--- config.mk ---
export PLATFORM = sky130hd
export DESIGN_NAME = risc_run_monitor
export DESIGN_NICKNAME = d
export VERILOG_FILES = /design/src/rtl/risc_run_monitor.sv
export SDC_FILE = /design/constraint.sdc
export NUM_CORES = 1
export LEC_CHECK = 0
export ABC_AREA = 1
export CELL_PAD_IN_SITES_DETAIL_PLACEMENT = 1
export CELL_PAD_IN_SITES_GLOBAL_PLACEMENT = 2
export CORE_MARGIN = 4
export CORE_UTILIZATION = 30
export CTS_CLUSTER_DIAMETER = 30
export CTS_CLUSTER_SIZE = 25
export DETAILED_ROUTE_END_ITERATION = 6
export PLACE_DENSITY_LB_ADDON = 0.1
export SETUP_SLACK_MARGIN = 0.05
export SLEW_MARGIN = 40
export SYNTH_ARGS = -nofsm -noshare
export SYNTH_HDL_FRONTEND = slang
export SYNTH_SLANG_ARGS = --single-unit
--- constraint.sdc ---
create_clock -name clk -period 4.4 [get_ports clk]
set_clock_uncertainty 0.15 [all_clocks]
set_input_delay 1.1 -clock clk [delete_from_list [all_inputs] [get_ports clk]]
set_output_delay 1.1 -clock clk [all_outputs]
set_load 0.02 [all_outputs]
--- src/rtl/risc_run_monitor.sv ---
`default_nettype none
// +--------------------------------------------------------------------------+
// | risc_run_monitor: run controller, cycle budget and jump-to-self halt     |
// | detector for the RISC core simulation harness.          Revision: 1.0    |
// +--------------------------------------------------------------------------+
module risc_run_monitor #(
  parameter int PC_WIDTH    = 16,
  parameter int CNT_WIDTH   = 32,
  parameter int MAX_CYCLES  = 10000,
  parameter int HALT_REPEAT = 4
) (
  input  logic                 clk,
  input  logic                 rst,
  input  logic                 start_i,
  input  logic                 abort_i,
  input  logic [PC_WIDTH-1:0]  pc_i,
  input  logic                 pc_valid_i,
  input  logic                 retire_i,
  output logic                 running_o,
  output logic                 halted_o,
  output logic                 timeout_o,
  output logic                 done_o,
  output logic                 done_pulse_o,
  output logic [CNT_WIDTH-1:0] cycle_count_o,
  output logic [CNT_WIDTH-1:0] retire_count_o
);

  localparam int MW = $clog2(HALT_REPEAT + 1);
  localparam logic [CNT_WIDTH-1:0] c_MAX_CNT = CNT_WIDTH'(MAX_CYCLES);
  localparam logic [MW-1:0]        c_HALT    = MW'(HALT_REPEAT);

  typedef enum logic [1:0] {
    ST_IDLE    = 2'd0,
    ST_RUN     = 2'd1,
    ST_HALTED  = 2'd2,
    ST_TIMEOUT = 2'd3
  } state_e;

  state_e               state_q, state_d;
  logic [CNT_WIDTH-1:0] cycle_q, cycle_d;
  logic [CNT_WIDTH-1:0] retire_q, retire_d;
  logic [MW-1:0]        match_q, match_d;
  logic [PC_WIDTH-1:0]  last_pc_q, last_pc_d;
  logic                 have_last_q, have_last_d;
  logic                 pulse_q, pulse_d;

  logic                 w_same_pc;
  logic [MW-1:0]        w_match_inc;
  logic [CNT_WIDTH-1:0] w_cycle_inc;

  assign w_same_pc   = have_last_q && (pc_i == last_pc_q);
  assign w_match_inc = match_q + MW'(1);
  assign w_cycle_inc = cycle_q + CNT_WIDTH'(1);

  always_comb begin
    state_d     = state_q;
    cycle_d     = cycle_q;
    retire_d    = retire_q;
    match_d     = match_q;
    last_pc_d   = last_pc_q;
    have_last_d = have_last_q;
    pulse_d     = 1'b0;
    if (abort_i) begin
      state_d = ST_IDLE;
    end else begin
      case (state_q)
        ST_RUN: begin
          cycle_d  = w_cycle_inc;
          retire_d = retire_q + CNT_WIDTH'(retire_i);
          if (pc_valid_i) begin
            match_d     = w_same_pc ? w_match_inc : '0;
            last_pc_d   = pc_i;
            have_last_d = 1'b1;
          end
          // Halt takes priority when both terminations land on the same edge.
          if (pc_valid_i && w_same_pc && (w_match_inc == c_HALT)) begin
            state_d = ST_HALTED;
            pulse_d = 1'b1;
          end else if (w_cycle_inc == c_MAX_CNT) begin
            state_d = ST_TIMEOUT;
            pulse_d = 1'b1;
          end
        end
        default: begin
          if (start_i) begin
            state_d     = ST_RUN;
            cycle_d     = '0;
            retire_d    = '0;
            match_d     = '0;
            have_last_d = 1'b0;
          end
        end
      endcase
    end
  end

  always_ff @(posedge clk) begin
    if (rst) begin
      state_q     <= ST_IDLE;
      cycle_q     <= '0;
      retire_q    <= '0;
      match_q     <= '0;
      last_pc_q   <= '0;
      have_last_q <= 1'b0;
      pulse_q     <= 1'b0;
    end else begin
      state_q     <= state_d;
      cycle_q     <= cycle_d;
      retire_q    <= retire_d;
      match_q     <= match_d;
      last_pc_q   <= last_pc_d;
      have_last_q <= have_last_d;
      pulse_q     <= pulse_d;
    end
  end

  assign running_o      = (state_q == ST_RUN);
  assign halted_o       = (state_q == ST_HALTED);
  assign timeout_o      = (state_q == ST_TIMEOUT);
  assign done_o         = halted_o | timeout_o;
  assign done_pulse_o   = pulse_q;
  assign cycle_count_o  = cycle_q;
  assign retire_count_o = retire_q;

endmodule
`default_nettype wire
==> summary.txt <==
Layout
  • Layout cells sized above 1: 6.86%
  • ANT cells: 0
  • Final net count: 927
  • Layout area overhead: 28.4%
  • Finished layout cell area: 0.00657 mm^2
  • Fin util: 39.4%

STA
  • Setup violators final: 0
  • Hold slack: 309 ps
  • Slew HR: 55.9%
  • Final-report max-slew violation count: 0
  • Final Cycle Share: 76.7%
  • Setup TNS: 0 ps
  • RSZ-0062 raised after global routing: no
  • Peak Freq: 296 MHz
  • Min Tclk post-route: 3370 ps
  • Worst-margin pin slew: 655 ps
  • Final hold violations: 0

Clocking
  • Clk sinks: 87
  • Clock buffer depth: 2
  • TritonCTS Buffers: 9
  • Worst-Skew Late Latency: 350 ps
  • Post-CTS Resized: 0
  • Clock transition at path regs: 60 ps
  • CTS tree: yes
  • H-Tree Depth: 3
  • Hold buffers post-CTS: 0
  • Setup Buffers After CTS: 0
  • Root buffer cell: clkbuf_16

Route
  • Wirelength, routed: 16700 um
  • Vias per std cell: 4.87
  • Via count: 5469
  • Wire per inst: 14.8 um
  • Initial drt markers: 225
  • 1st-pass router iterations: 4
  • Number of routed nets with antenna violations: 0
  • Detailed-route DRC error count: 0

Global route
  • Largest net degree at the start of global routing: 40
  • GRT Total Usage: 17.5%
  • Total gr overflow: 0
  • Vias in the first global route: 5643
  • Initial antenna violation count: 0
  • First-pass GRT wire length: 28000 um

Placed design
  • Cell Area, Placed: 0.00625 mm^2
  • IO Port Bufs: 90
  • RePlAce Congestion: 0.814
  • Hpwl dp: 12900 um

Critical path
  • Maximum fanout along the worst path: 4
  • Slowest cell on the critical path: clkdlybuf4s50_1
  • Worst Setup End Kind: register
  • WP data required: 4480 ps
  • Crit path kind: in2reg
  • Worst setup SP type: input pin
  • Crit-path cells: clkdlybuf4s50_1, ha_1, ha_1, nand2_1, nor2_1, nand2_1, nor2_1, nand2_1, nor3_2, nand3_1, nor2_1, nand4_1, o21ai_1, a21oi_1
  • Worst path max stage delay: 510 ps
  • Worst Path Arrival: 3460 ps

Synthesis
  • Ys async rst share: 0%
  • Post-synthesis net count: 840
  • Post-Syn Area: 0.00511 mm^2
  • Most frequent cell after synthesis: nand2_1
  • Gate count after technology mapping: 812
  • Post-synth EDFFs: 0
  • Largest area contributor in the netlist: dfxtp_1
  • Top cell types by occurrence after synthesis: nand2_1, nor2_1, inv_1
  • Seq/Total Area, Yosys: 34.1%
  • Post-synthesis register bit count: 87
  • Syn_area_per_cell: 6.30 um^2
  • Synth area leaders: dfxtp_1, nand2_1, nor2_1
  • Warnings, synthesis: 0
  • Synth top area share: 34.1%
  • Count of unique library cells instantiated by Yosys: 44
  • Leading register cell type out of synthesis: dfxtp_1

Status
  • Run status: finished, final reports clean

Flow run
  • Count of maximum capacitance violations: 0

Floorplan
  • Row count: 47
  • Core area: 0.0166 mm^2
  • IO Pins: 91
  • Initial core utilization: 30.7%
  • Die Wd: 139 um
  • Die area: 0.0192 mm^2
  • Height of the die: 139 um

Power
  • IR drop worst, VDD: 0.185 mV
  • Power Density: 261 mW/mm^2
  • LEAKAGE: 2.49 nW

Worst hold path
  • Hold Path Class: reg2reg
critical path: cells and delay by family:
kind | cells | cell delay, ps
AOI/OAI and AO/OA | 2 | 200
adders and majority gates | 2 | 380
buffers and inverters | 1 | 510
and+or+nand+nor | 9 | 1250
power breakdown:
| group | switching (mW) | leakage [nW] | internal [mW] | total (mW) |
|---|---|---|---|---|
| registers | 0.00464 | 0.701 | 0.793 | 0.798 |
| logic | 0.0642 | 1.63 | 0.0394 | 0.104 |
| clock network | 0.327 | 0.156 | 0.485 | 0.812 |
| total | 0.396 | 2.49 | 1.32 | 1.71 |
worst paths after layout:
check,start,endpoint,slack (ps),cells past startpoint
worst min register to register,retire_count_o[31],retire_count_o[31],310,1
worst min-delay path,retire_count_o[31],retire_count_o[31],310,1
worst max register to register,cycle_count_o[1],state_q[1],1830,16
worst max-delay path,retire_i,retire_count_o[30],1030,14
metal layers:
metal	part of all wire, %	track usage [%]	up-vias	wire (um)
li1	-	-	2769	-
met1	49	22.8	2604	8140
met2	47	29.9	77	7830
met3	2.6	2.66	19	437
met4	1.5	5.41	0	257
met5	0	0	-	0
cells in the final DEF (no fill, tap or decap), types with 5 or more instances in the layout:
cell type,count
nand2_2,11
clkbuf_16,9
xnor2_1,5
o21ai_0,34
clkdlybuf4s50_1,90
o21ai_1,5
nand4_1,14
nand3b_1,12
nand2_1,239
a21oi_1,68
nor2_1,99
nand3_1,36
nor3_1,21
nor2_2,8
ha_1,6
or2_2,6
xor2_1,6
inv_1,96
dfxtp_1,87
flip-flops by register name, indices dropped and copies added, names as in the netlist:
register / cells
cycle_count_o: 32
retire_count_o: 32
last_pc_q: 16
match_q: 3
state_q: 2
done_pulse_o: 1
have_last_q: 1
area by class of cell:
class	count	area (um^2)
flip-flops and latches	87	1740
clock buffers	13	270
well taps	220	275
fillers	2167	10100
repair buffers	94	931
multi-input cells	608	2940
clock inverters	3	40.0
inverters	99	372
kinds of logic after synthesis:
logic type / count (synthesis) / synth area share, %
xor+xnor: 11 / 1.88
simple gates: 470 / 41.3
fa+ha+maj: 6 / 1.47
compound gates: 121 / 12.7
buf+inv: 117 / 8.61
flops: 87 / 34.1
per-stage QoR:
step | std cells | power (mW) | setup WS [ps]
floorplan | 812 | 0.874 | 1560
global placement | 1108 | 0.919 | 812
detailed placement | 1108 | 0.921 | 695
CTS | 1124 | 1.75 | 1050
global route | 1124 | 1.79 | 759
finish | 1124 | 1.71 | 1030
Power figures use the tool's default switching activity.
